$ cat src/rtl/pc_sequencer_if.sv
// pc_sequencer_if: stall/redirect/fetch control bus between the pc sequencer and its fetch stage
interface pc_sequencer_if #(
    parameter int XLEN      = 32,
    parameter int NUM_STALL = 7,
    parameter int CNT_W     = 16
);
    logic [NUM_STALL-1:0] stallReq;
    logic                 redirectValid;
    logic [XLEN-1:0]      redirectTarget;
    logic                 fetchReady;
    logic [XLEN-1:0]      pc;
    logic                 fetchValid;
    logic                 available;
    logic                 decodeValid;
    logic                 redirectTaken;
    logic [CNT_W-1:0]     fetchCount;

    modport master (
        output stallReq, redirectValid, redirectTarget, fetchReady,
        input  pc, fetchValid, available, decodeValid, redirectTaken, fetchCount
    );

    modport slave (
        input  stallReq, redirectValid, redirectTarget, fetchReady,
        output pc, fetchValid, available, decodeValid, redirectTaken, fetchCount
    );
endinterface

$ cat src/rtl/pc_sequencer.sv
// pc_sequencer: program counter with stall hold, redirect bubble and fetch counting
module pc_sequencer #(
    parameter int                XLEN         = 32,
    parameter logic [XLEN-1:0]   RESET_VECTOR = '0,
    parameter int                INC          = 4,
    parameter int                NUM_STALL    = 7,
    parameter int                CNT_W        = 16
) (
    input  logic           clock,
    input  logic           resetN,
    pc_sequencer_if.slave  bus
);
    typedef enum logic [1:0] {BOOT, RUN, BUBBLE} state_t;

    localparam logic [XLEN-1:0] STEP       = XLEN'(INC);
    localparam logic [XLEN-1:0] ALIGN_MASK = ~(XLEN'(INC - 1));

    state_t           r_state;
    logic [XLEN-1:0]  r_pc;
    logic [CNT_W-1:0] r_fetch_count;
    logic             r_decode_valid;
    logic             r_redirect_taken;
    logic             w_available;
    logic             w_fetch_valid;
    logic             w_fire;

    assign w_available   = ~|bus.stallReq;
    assign w_fetch_valid = (r_state == RUN) & w_available;
    assign w_fire        = w_fetch_valid & bus.fetchReady;

    // Redirect outranks increment; a fire coinciding with a redirect is counted but squashed from decode
    always_ff @(posedge clock or negedge resetN) begin
        if (!resetN) begin
            r_state          <= BOOT;
            r_pc             <= RESET_VECTOR;
            r_fetch_count    <= '0;
            r_decode_valid   <= 1'b0;
            r_redirect_taken <= 1'b0;
        end else begin
            r_redirect_taken <= bus.redirectValid;
            r_decode_valid   <= w_fire & ~bus.redirectValid;
            if (w_fire)
                r_fetch_count <= r_fetch_count + CNT_W'(1);
            if (bus.redirectValid) begin
                r_pc    <= bus.redirectTarget & ALIGN_MASK;
                r_state <= BUBBLE;
            end else begin
                if (w_fire)
                    r_pc <= r_pc + STEP;
                r_state <= RUN;
            end
        end
    end

    assign bus.pc            = r_pc;
    assign bus.fetchValid    = w_fetch_valid;
    assign bus.available     = w_available;
    assign bus.decodeValid   = r_decode_valid;
    assign bus.redirectTaken = r_redirect_taken;
    assign bus.fetchCount    = r_fetch_count;
endmodule

$ cat src/flat_wrapper.sv
// flat-port wrapper written by rule: the top's interface ports become plain ports
module pc_sequencer_flat 
#(
    parameter int                XLEN         = 32,
    parameter logic [XLEN-1:0]   RESET_VECTOR = '0,
    parameter int                INC          = 4,
    parameter int                NUM_STALL    = 7,
    parameter int                CNT_W        = 16
)
  (clock, resetN, bus_stallReq, bus_redirectValid, bus_redirectTarget, bus_fetchReady, bus_pc, bus_fetchValid, bus_available, bus_decodeValid, bus_redirectTaken, bus_fetchCount);
  pc_sequencer_if #(.XLEN(XLEN), .NUM_STALL(NUM_STALL), .CNT_W(CNT_W)) bus_i ();
  input  logic clock;
  input  logic resetN;
  input wire logic [$bits(bus_i.stallReq)-1:0] bus_stallReq;
  input wire logic [$bits(bus_i.redirectValid)-1:0] bus_redirectValid;
  input wire logic [$bits(bus_i.redirectTarget)-1:0] bus_redirectTarget;
  input wire logic [$bits(bus_i.fetchReady)-1:0] bus_fetchReady;
  output wire logic [$bits(bus_i.pc)-1:0] bus_pc;
  output wire logic [$bits(bus_i.fetchValid)-1:0] bus_fetchValid;
  output wire logic [$bits(bus_i.available)-1:0] bus_available;
  output wire logic [$bits(bus_i.decodeValid)-1:0] bus_decodeValid;
  output wire logic [$bits(bus_i.redirectTaken)-1:0] bus_redirectTaken;
  output wire logic [$bits(bus_i.fetchCount)-1:0] bus_fetchCount;
  assign bus_i.stallReq = bus_stallReq;
  assign bus_i.redirectValid = bus_redirectValid;
  assign bus_i.redirectTarget = bus_redirectTarget;
  assign bus_i.fetchReady = bus_fetchReady;
  assign bus_pc = bus_i.pc;
  assign bus_fetchValid = bus_i.fetchValid;
  assign bus_available = bus_i.available;
  assign bus_decodeValid = bus_i.decodeValid;
  assign bus_redirectTaken = bus_i.redirectTaken;
  assign bus_fetchCount = bus_i.fetchCount;
  pc_sequencer #(.XLEN(XLEN), .RESET_VECTOR(RESET_VECTOR), .INC(INC), .NUM_STALL(NUM_STALL), .CNT_W(CNT_W)) u_core (.clock(clock), .resetN(resetN), .bus(bus_i));
endmodule
$ cat config.mk
export PLATFORM = sky130hd
export DESIGN_NAME = pc_sequencer_flat
export DESIGN_NICKNAME = d
export VERILOG_FILES = /design/src/rtl/pc_sequencer_if.sv /design/src/rtl/pc_sequencer.sv /design/src/flat_wrapper.sv
export SDC_FILE = /design/constraint.sdc
export NUM_CORES = 1
export LEC_CHECK = 0
export BUFFER_PORTS_ARGS = -buffer_cell sky130_fd_sc_hd__buf_2
export CORE_MARGIN = 1
export CORE_UTILIZATION = 25
export CTS_BUF_LIST = sky130_fd_sc_hd__clkbuf_4 sky130_fd_sc_hd__clkbuf_8
export DETAILED_ROUTE_END_ITERATION = 12
export GPL_ROUTABILITY_DRIVEN = 0
export SETUP_SLACK_MARGIN = 0.05
export SYNTH_ARGS = -nofsm -noshare
export SYNTH_HDL_FRONTEND = slang
export SYNTH_SLANG_ARGS = --single-unit
$ cat constraint.sdc
create_clock -name clock -period 5.25 [get_ports clock]
set_input_delay 0.2625 -clock clock [delete_from_list [all_inputs] [get_ports clock]]
set_output_delay 0.2625 -clock clock [all_outputs]
set_load 0.005 [all_outputs]
==> results of run 1 <==
[routing by layer]
| layer | part of all wire | vias up | GRT usage |
|---|---|---|---|
| li1 | - | 1148 | - |
| met1 | 0.46 | 1112 | 0.161 |
| met2 | 0.49 | 67 | 0.229 |
| met3 | 0.041 | 10 | 0.0251 |
| met4 | 0.016 | 0 | 0.0327 |
| met5 | 0 | - | 0 |
[cell families (layout without fill, tap and decap cells)]
| kind of cell | count (synthesis) | count (layout) | synth area share |
|---|---|---|---|
| multiplexers | 5 | 5 | 0.0205 |
| other | 1 | 2 | 0.00143 |
| AND/OR/NAND/NOR | 134 | 134 | 0.278 |
| XOR/XNOR | 38 | 38 | 0.127 |
| AO/OA/AOI/OAI | 32 | 32 | 0.0678 |
| adder cells (fa/ha/maj) | 2 | 2 | 0.00955 |
| buffers and inverters | 16 | 105 | 0.0272 |
| flip-flops | 49 | 49 | 0.468 |
[layout make-up]
type	count	area, um^2
Fill cell	1111	6940
Multi-Input combinational cell	213	1330
Sequential cell	49	1230
Timing Repair Buffer	92	465
Tap cell	136	170
Clock buffer	6	76.3
Inverter	5	18.8
Clock inverter	2	10.0
[sequential cells by signal, summed over array words and instances (netlist names)]
register,cells
u_core.bus.fetchCount,16
u_core.r_state,1
u_core.bus.redirectTaken,1
u_core.bus.pc,30
u_core.bus.decodeValid,1
[placed cells by master (no fill, tap or decap), drive strengths merged, types with 2 or more instances in the layout]
cell type	instances
and4	3
or4	4
nor2	9
dfrtp	49
nor3	14
and3	6
nand2	46
ha	2
xor2	11
nor4	6
nand3	17
mux2i	2
a22oi	2
clkinv	3
nand4	15
nor2b	3
buf	92
conb	2
inv	4
clkbuf	6
mux2	3
o21ai	24
a31oi	3
or3	4
and2	2
xnor2	27
[power breakdown]
part / internal [mW] / switching [mW] / leakage (nW)
Combinational: 0.0513 / 0.0567 / 0.805
Clock: 0.0980 / 0.128 / 0.0484
Sequential: 0.400 / 0.0281 / 0.618
[through the flow]
stage | std cells | setup WS, ns | hold WS, ns
finish | 503 | 3.04 | 0.0731
global route | 503 | 2.81 | 0.133
CTS | 503 | 2.99 | 0.0932
detailed placement | 495 | 3.00 | 0.431
global placement | 495 | 3.05 | 0.428
floorplan | 278 | 3.38 | -0.0331
[worst paths after layout]
path                                            from                         to
setup / recovery                    u_core.bus.pc[4]          u_core.bus.pc[31]
setup reg to reg                    u_core.bus.pc[4]          u_core.bus.pc[31]
max in group asynchronous                     resetN          u_core.bus.pc[14]
hold reg to reg            u_core.bus.fetchCount[15]  u_core.bus.fetchCount[15]
hold / removal                                resetN   u_core.bus.fetchCount[6]
min in group clock             bus_redirectTarget[2]           u_core.bus.pc[2]
==> impl_metrics.ini, run 1 <==
[finish]
drive_above_1_share = 0.300
antenna-diode-count = 0
fin_area_um2 = 3290
final_core_util = 0.322
syn2layout_area_growth_pct = 25.7
nets = 411

[clocking]
cts_max_level = 2
post_cts_buffers = 0
clk_root_buffer_cell = sky130_fd_sc_hd__clkbuf_8
numCtsBuffers = 5
clk_pin_slew_ns = 0.10
clock_latency_at_the_later_pin_of_the_worst_skew_pair_ns = 0.30
cts-resized-gates = 0
buffer_levels_on_the_longest_clock_path = 2
tritoncts_clock_tree = built
cts-hold-fix-buffers = 0
cts.sink_count = 49

[die]
chipHeight_um = 104
core_um2 = 10200
io_pins = 95
die-area_um2 = 10900
initial_util = 0.256
die_width_um = 104
rows = 37

[worst_setup_path]
slowest_stage = sky130_fd_sc_hd__nor4_4
crit_arrival_ns = 2.44
family_with_the_most_delay_on_the_worst_path = simple AND/OR/NAND/NOR gates
cp.required_ns = 5.48
r2r_setup_slack_ns = 3.04
critical_path.max_fanout = 8
r2r_cells = 5
slowest_delay_ns = 0.54
critical_path.n_buffers_inverters = 0
timing.critical_path.from_type = register
crit_cells = 5
crit_path_cell_trace = nand3_1 > nor4_4 > nand3_2 > or4_1 > a31oi_1
worst_setup_ep_type = register
criticalPathCategory = reg2reg

[synth]
synthArstFlopShare = 1.00
synth.top_cells.by_count = 49 x sky130_fd_sc_hd__dfrtp_1, 46 x sky130_fd_sc_hd__nand2_1, 27 x sky130_fd_sc_hd__xnor2_1, 21 x sky130_fd_sc_hd__o21ai_0, 16 x sky130_fd_sc_hd__nand3_1
seq_area_frac_synth = 0.468
netlist-cell-type-count = 40
ys.flop_type = sky130_fd_sc_hd__dfrtp_1
synth.area.top_cells = sky130_fd_sc_hd__dfrtp_1 47%, sky130_fd_sc_hd__xnor2_1 9.0%, sky130_fd_sc_hd__nand2_1 6.6%, sky130_fd_sc_hd__o21ai_0 4.0%, sky130_fd_sc_hd__xor2_1 3.7%
ys.warnings.count = 0
yosys.cell_count.top_type = sky130_fd_sc_hd__dfrtp_1
syn-cell-area_um2 = 2620
synthCells = 277
synth.ff_latch_count = 49
synth_enable_flop_cells = 0
yosysTopAreaCell = sky130_fd_sc_hd__dfrtp_1
yosysTopAreaCellShare = 0.468
syn_area_per_cell_um2 = 9.46

[timing]
finalSetupViolCount = 0
max-slew-margin-rel = 0.553
finalClockSkew_ns = 0.0116
max_slew.worst_pin.slew_ns = 0.670
max_freq_ghz = 0.452
timing.setup.tns_ns = 0
number_of_slew_limit_violations_in_the_final_report = 0
final_min_period_over_clock_period = 0.421
fin_crit_ns = 2.21
rsz0062_at_grt = false
final-hold-violation-count = 0

[global_route]
grt_first_pass_wirelength_um = 11300
grtUsageTotal = 0.130
grt_antenna_before_repair = 0
grt_start_max_net_pins = 56
grt.overflow.total = 0
grt_pass1_vias = 2324

[pwr]
power.static_leakage_nw = 1.47
power-per-cell-area_nw_per_um2 = 231
vdd_drop_max_uv = 87.2
total_power_mw = 0.762

[run]
max_cap_viol_count = 0

[place]
post-dp-hpwl_um = 5220
dpl_cell_area_um2 = 3210
numPortBuffers = 90

[run_status]
outcome = complete, no violations

[route]
final_antenna_net_count = 0
post_drt_via_cell_ratio = 4.65
remaining_drc_errors = 0
detail_route.iter0.violations = 46
wl_per_cell_um = 13.9
via_count = 2337
drt_pass1_iterations = 4
wl_um = 6980

[hold_path]
min_path_type = in2async
Note: power is estimated with default switching activity, not from simulation.
==> run 2, diff against run 1 <==
==> constraint.sdc (replaced) <==
create_clock -name clock -period 2.2 [get_ports clock]
set_input_delay 0.11 -clock clock [delete_from_list [all_inputs] [get_ports clock]]
set_output_delay 0.11 -clock clock [all_outputs]
set_load 0.005 [all_outputs]
==> run 2 against run 1 <==
Against the previous run: final area increased by 2.8%; hold slack got worse by 0.054 ns; routed wire length increased by 0.60%; flip-flop and latch count unchanged; sequential power increased by 140%; register-to-register slack got worse by 2.8 ns; critical path type unchanged.
==> impl_metrics.ini, run 2 (synthesis results as in run 1) <==
[run_status]
outcome = complete, no violations

[timing]
rsz0062_at_grt = false
max_slew.worst_pin.slew_ns = 0.724
finalClockSkew_ns = 0.00898
finalSetupViolCount = 0
max-slew-margin-rel = 0.518
fin_crit_ns = 1.99
number_of_slew_limit_violations_in_the_final_report = 0
final_min_period_over_clock_period = 0.903
final_hold_slack_ns = 0.0189
final-hold-violation-count = 0
timing.setup.tns_ns = 0
max_freq_ghz = 0.503

[die]
io_pins = 95
initial_util = 0.256
chipHeight_um = 104
die-area_um2 = 10900
die_width_um = 104
rows = 37
core_um2 = 10200

[worst_setup_path]
timing.critical_path.from_type = register
criticalPathCategory = reg2reg
slowest_stage = sky130_fd_sc_hd__or4_1
cp.required_ns = 2.42
crit_arrival_ns = 2.21
critical_path.max_fanout = 7
crit_path_cell_trace = and3b_1 > and4_2 > nand3_2 > or4_1 > a31oi_1
worst_setup_ep_type = register
slowest_delay_ns = 0.48

[route]
wl_um = 7030
via_count = 2377
detail_route.iter0.violations = 119
drt_pass1_iterations = 4
post_drt_via_cell_ratio = 4.62
remaining_drc_errors = 0
wl_per_cell_um = 13.7
final_antenna_net_count = 0

[hold_path]
min_path_type = in2reg

[clocking]
cts_max_level = 2
tritoncts_clock_tree = built
cts.sink_count = 49
clock_latency_at_the_later_pin_of_the_worst_skew_pair_ns = 0.30
clk_root_buffer_cell = sky130_fd_sc_hd__clkbuf_8
buffer_levels_on_the_longest_clock_path = 2
clk_pin_slew_ns = 0.09
numCtsBuffers = 5

[global_route]
grt_start_max_net_pins = 37
grt_pass1_vias = 2388
grt_antenna_before_repair = 0
grtUsageTotal = 0.136
grt_first_pass_wirelength_um = 11900
grt.overflow.total = 0

[finish]
final_cell_mix = 90 x sky130_fd_sc_hd__buf_2, 49 x sky130_fd_sc_hd__dfrtp_1, 46 x sky130_fd_sc_hd__nand2_1
syn2layout_area_growth_pct = 29.3
drive_above_1_share = 0.317
commonest_non_fill_non_tap_cell_in_the_layout = sky130_fd_sc_hd__buf_2
nets = 422
antenna-diode-count = 0
largest_register_ff_count = 30

[pwr]
power-per-cell-area_nw_per_um2 = 543
power.static_leakage_nw = 1.52
vdd_drop_max_uv = 206

[run]
max_cap_viol_count = 0

[place]
post-dp-hpwl_um = 5500
numPortBuffers = 90
## run 2: cell count changes in the layout (fill, tap and decap cells not counted)
cell / before / now
sky130_fd_sc_hd__clkbuf_4: 1 / 2
sky130_fd_sc_hd__and4_1: 3 / 2
sky130_fd_sc_hd__buf_4: 2 / 11
sky130_fd_sc_hd__clkinv_2: 2 / 0
sky130_fd_sc_hd__clkinvlp_4: 0 / 1
sky130_fd_sc_hd__and4_2: 0 / 1
sky130_fd_sc_hd__dlygate4sd3_1: 0 / 2
## run 2: routing by layer
metal | routed length (um) | part of all wire | track usage | vias to the layer above
met1 | 3170 | 0.45 | 0.174 | 1134
met2 | 3490 | 0.50 | 0.236 | 69
met5 | 0 | 0 | 0 | -
met3 | 317 | 0.045 | 0.0257 | 5
li1 | - | - | - | 1169
met4 | 44 | 0.0063 | 0.0286 | 0
## run 2: what timing repair did
action / in CTS / in global routing
hold buffers: 1 / 1
gates resized for setup: 0 / 1
setup endpoints to repair: 0 / 4
setup buffers: 0 / 1
endpoints found under the hold margin: 27 / 1
## run 2: per-stage QoR
stage	area [um^2]	utilization	instances	total power [mW]	setup slack, ns
finish	3390	0.331	514	1.84	0.213
global route	3390	0.331	514	1.95	0.0513
CTS	3370	0.329	512	1.87	0.142
detailed placement	3270	0.319	503	1.31	0.141
global placement	3270	0.319	503	1.30	0.214
floorplan	2620	-	278	1.15	0.330
## run 2: area by class of cell
| class | instances | area [um^2] |
|---|---|---|
| clock inverter | 1 | 7.51 |
| inverter | 5 | 18.8 |
| sequential | 49 | 1230 |
| fill | 1076 | 6840 |
| timing repair buffer | 103 | 553 |
| clock buffer | 7 | 83.8 |
| multi-input combinational | 213 | 1330 |
| tap | 136 | 170 |
## run 2: final timing paths
| path | slack [ns] | from | cells past startpoint | endpoint |
|---|---|---|---|---|
| setup / recovery | 0.21 | u_core.bus.redirectTaken | 5 | u_core.bus.pc[31] |
| hold / removal | 0.02 | bus_redirectTarget[12] | 3 | u_core.bus.pc[12] |
| setup reg to reg | 0.21 | u_core.bus.redirectTaken | 5 | u_core.bus.pc[31] |
| hold reg to reg | 0.47 | u_core.bus.fetchCount[15] | 1 | u_core.bus.fetchCount[15] |
| max in group asynchronous | 1.16 | resetN | 3 | u_core.bus.fetchCount[13] |
| min in group asynchronous | 0.39 | resetN | 2 | u_core.bus.fetchCount[0] |
## run 2: power by group
part / switching [mW] / internal (mW) / total, mW
Combinational: 0.141 / 0.132 / 0.274
Sequential: 0.0639 / 0.953 / 1.02
Clock: 0.298 / 0.250 / 0.548
Total: 0.503 / 1.34 / 1.84
## run 2: worst max-delay path: cells and delay by family, from the launching register on
kind,cells,cell delay [ns]
simple gates,4,1.30
flops,1,0.42
compound gates,1,0.19
==> run 3, diff against run 2 <==
--- a/config.mk
+++ b/config.mk
@@ -5,9 +5,9 @@
 export SDC_FILE = /design/constraint.sdc
 export NUM_CORES = 1
 export LEC_CHECK = 0
-export BUFFER_PORTS_ARGS = -buffer_cell sky130_fd_sc_hd__buf_2
+export BUFFER_PORTS_ARGS = -buffer_cell sky130_fd_sc_hd__buf_4
 export CORE_MARGIN = 1
-export CORE_UTILIZATION = 25
+export CORE_UTILIZATION = 30
 export CTS_BUF_LIST = sky130_fd_sc_hd__clkbuf_4 sky130_fd_sc_hd__clkbuf_8
 export DETAILED_ROUTE_END_ITERATION = 12
 export GPL_ROUTABILITY_DRIVEN = 0
==> run 3 against run 2 <==
Against the previous run: total power rose by 3.6%; non-clock buffer count fell by 1; die area fell by 16%; routed wire length fell by 2.3%; via count fell by 0.55%; setup slack got worse by 0.026 ns; global-route usage rose by 1.7 points; register-to-register slack got worse by 0.03 ns; combinational power rose by 14%; critical path type unchanged; first-iteration DRC count fell by 29%.
==> impl_metrics.ini, run 3 (synthesis results as in run 1) <==
[run_status]
outcome = complete, no violations

[finish]
drive_above_1_share = 0.316
commonest_non_fill_non_tap_cell_in_the_layout = sky130_fd_sc_hd__buf_4
largest_register_ff_count = 30
nets = 421
syn2layout_area_growth_pct = 36.8
antenna-diode-count = 0
final.fill_count = 841
final_cell_mix = 99 x sky130_fd_sc_hd__buf_4, 49 x sky130_fd_sc_hd__dfrtp_1, 46 x sky130_fd_sc_hd__nand2_1
final_core_util = 0.430

[route]
drt_pass1_iterations = 4
final_antenna_net_count = 0
wl_met2_um = 3310
via_count = 2364
met1_length_um = 3170
wl_um = 6860
remaining_drc_errors = 0
wl_per_cell_um = 14.2
detail_route.iter0.violations = 84
top_signal_layer_used = met4
post_drt_via_cell_ratio = 4.90
detailroute.wirelength.met3_um = 323

[worst_setup_path]
slowest_stage = sky130_fd_sc_hd__or4_4
timing.critical_path.from_type = register
rr_startpoint = u_core.bus.pc[10]
critical_path.max_fanout = 6
criticalPathCategory = reg2reg
worstSetupStartpoint = u_core.bus.pc[10]
crit_path_cell_trace = nand3_1 > or4_4 > nor4_1 > xnor2_1 > o21ai_1
crit_arrival_ns = 2.20
cp.required_ns = 2.39
slowest_delay_ns = 0.62
worst_setup_ep_type = register

[clocking]
numCtsBuffers = 5
tritoncts_clock_tree = built
clock_latency_at_the_later_pin_of_the_worst_skew_pair_ns = 0.31
cts.sink_count = 49
buffer_levels_on_the_longest_clock_path = 2
cts_max_level = 2
clk_pin_slew_ns = 0.09
clk_root_buffer_cell = sky130_fd_sc_hd__clkbuf_8

[global_route]
grt_start_max_net_pins = 50
grt_first_pass_wirelength_um = 10800
grt.overflow.total = 0
grt_antenna_before_repair = 0
grt_pass1_vias = 2248
grtUsageTotal = 0.153

[die]
rows = 33
chipHeight_um = 95.5
io_pins = 95
die-area_um2 = 9110
initial_util = 0.314
die_width_um = 95.5
core_um2 = 8340

[timing]
final_hold_slack_ns = 0.00768
rsz0062_at_grt = false
finalClockSkew_ns = 0.00789
finalSetupViolCount = 0
number_of_slew_limit_violations_in_the_final_report = 0
finalWorstSetupSlack_ns = 0.188
max_slew.worst_pin.slew_ns = 0.647
max_freq_ghz = 0.497
final_min_period_over_clock_period = 0.915
final-hold-violation-count = 0
max-slew-margin-rel = 0.569
timing.setup.tns_ns = 0
fin_crit_ns = 2.01

[pwr]
vdd_drop_max_uv = 225
power-per-cell-area_nw_per_um2 = 532
power.static_leakage_nw = 1.58
total_power_mw = 1.91

[run]
max_cap_viol_count = 0

[place]
post-dp-hpwl_um = 5230
numPortBuffers = 90
pre_cts_ws_ns = 0.133

[hold_path]
min_path_type = in2reg
worstHoldStart = bus_redirectTarget[9]
run 3: cell count changes in the layout (fill, tap and decap cells not counted), sizes merged:
cell and change:
clkinvlp -1, dlygate4sd3 +1, clkbuf -1, clkinv +2
buf -2
run 3: metrics by stage:
step	cells	instance area (um^2)
global route	482	3580
floorplan	278	2620
global placement	470	3440
CTS	481	3560
finish	482	3580
detailed placement	470	3440
run 3: final timing paths:
kind	to	slack (ns)	cells past startpoint
setup / recovery	u_core.bus.pc[27]	0.19	5
hold / removal	u_core.bus.pc[9]	0.008	3
setup reg to reg	u_core.bus.pc[27]	0.19	5
hold reg to reg	u_core.bus.fetchCount[15]	0.49	1
max in group asynchronous	u_core.bus.pc[11]	1.40	2
min in group asynchronous	u_core.bus.fetchCount[5]	0.36	2
run 3: worst max-delay path, delay by kind of cell, from the launching register on:
family / cells / cell delay [ns]
AOI/OAI and AO/OA: 1 / 0.07
xor gates and xnor gates: 1 / 0.17
DFF: 1 / 0.45
and+or+nand+nor: 3 / 1.21
run 3: per-layer routing:
metal  vias up  global-route usage
met5         -                   0
met4         0              0.0336
met3         6              0.0279
met2        63               0.258
met1      1123               0.203
li1       1172                   -
run 3: report_power, final:
group	total (mW)	internal (mW)	switching, mW
Clock	0.569	0.256	0.313
Combinational	0.313	0.176	0.137
Sequential	1.02	0.953	0.0695
Total	1.91	1.39	0.520
run 3: layout make-up:
type	instances	area [um^2]	area share
Timing Repair Buffer	102	773	0.216
Multi-Input combinational cell	213	1340	0.373
Clock buffer	6	82.6	0.0230
Inverter	5	18.8	0.00524
Clock inverter	2	13.8	0.00384
Tap cell	105	131	0.0367
Sequential cell	49	1230	0.342
run 3: timing repair:
| item | in CTS | in global routing |
|---|---|---|
| resized for setup | 0 | 2 |
| hold buffers | 3 | 0 |
| hold endpoints to repair | 51 | 0 |
| setup endpoints to repair | 0 | 6 |
| buffers inserted | 0 | 1 |
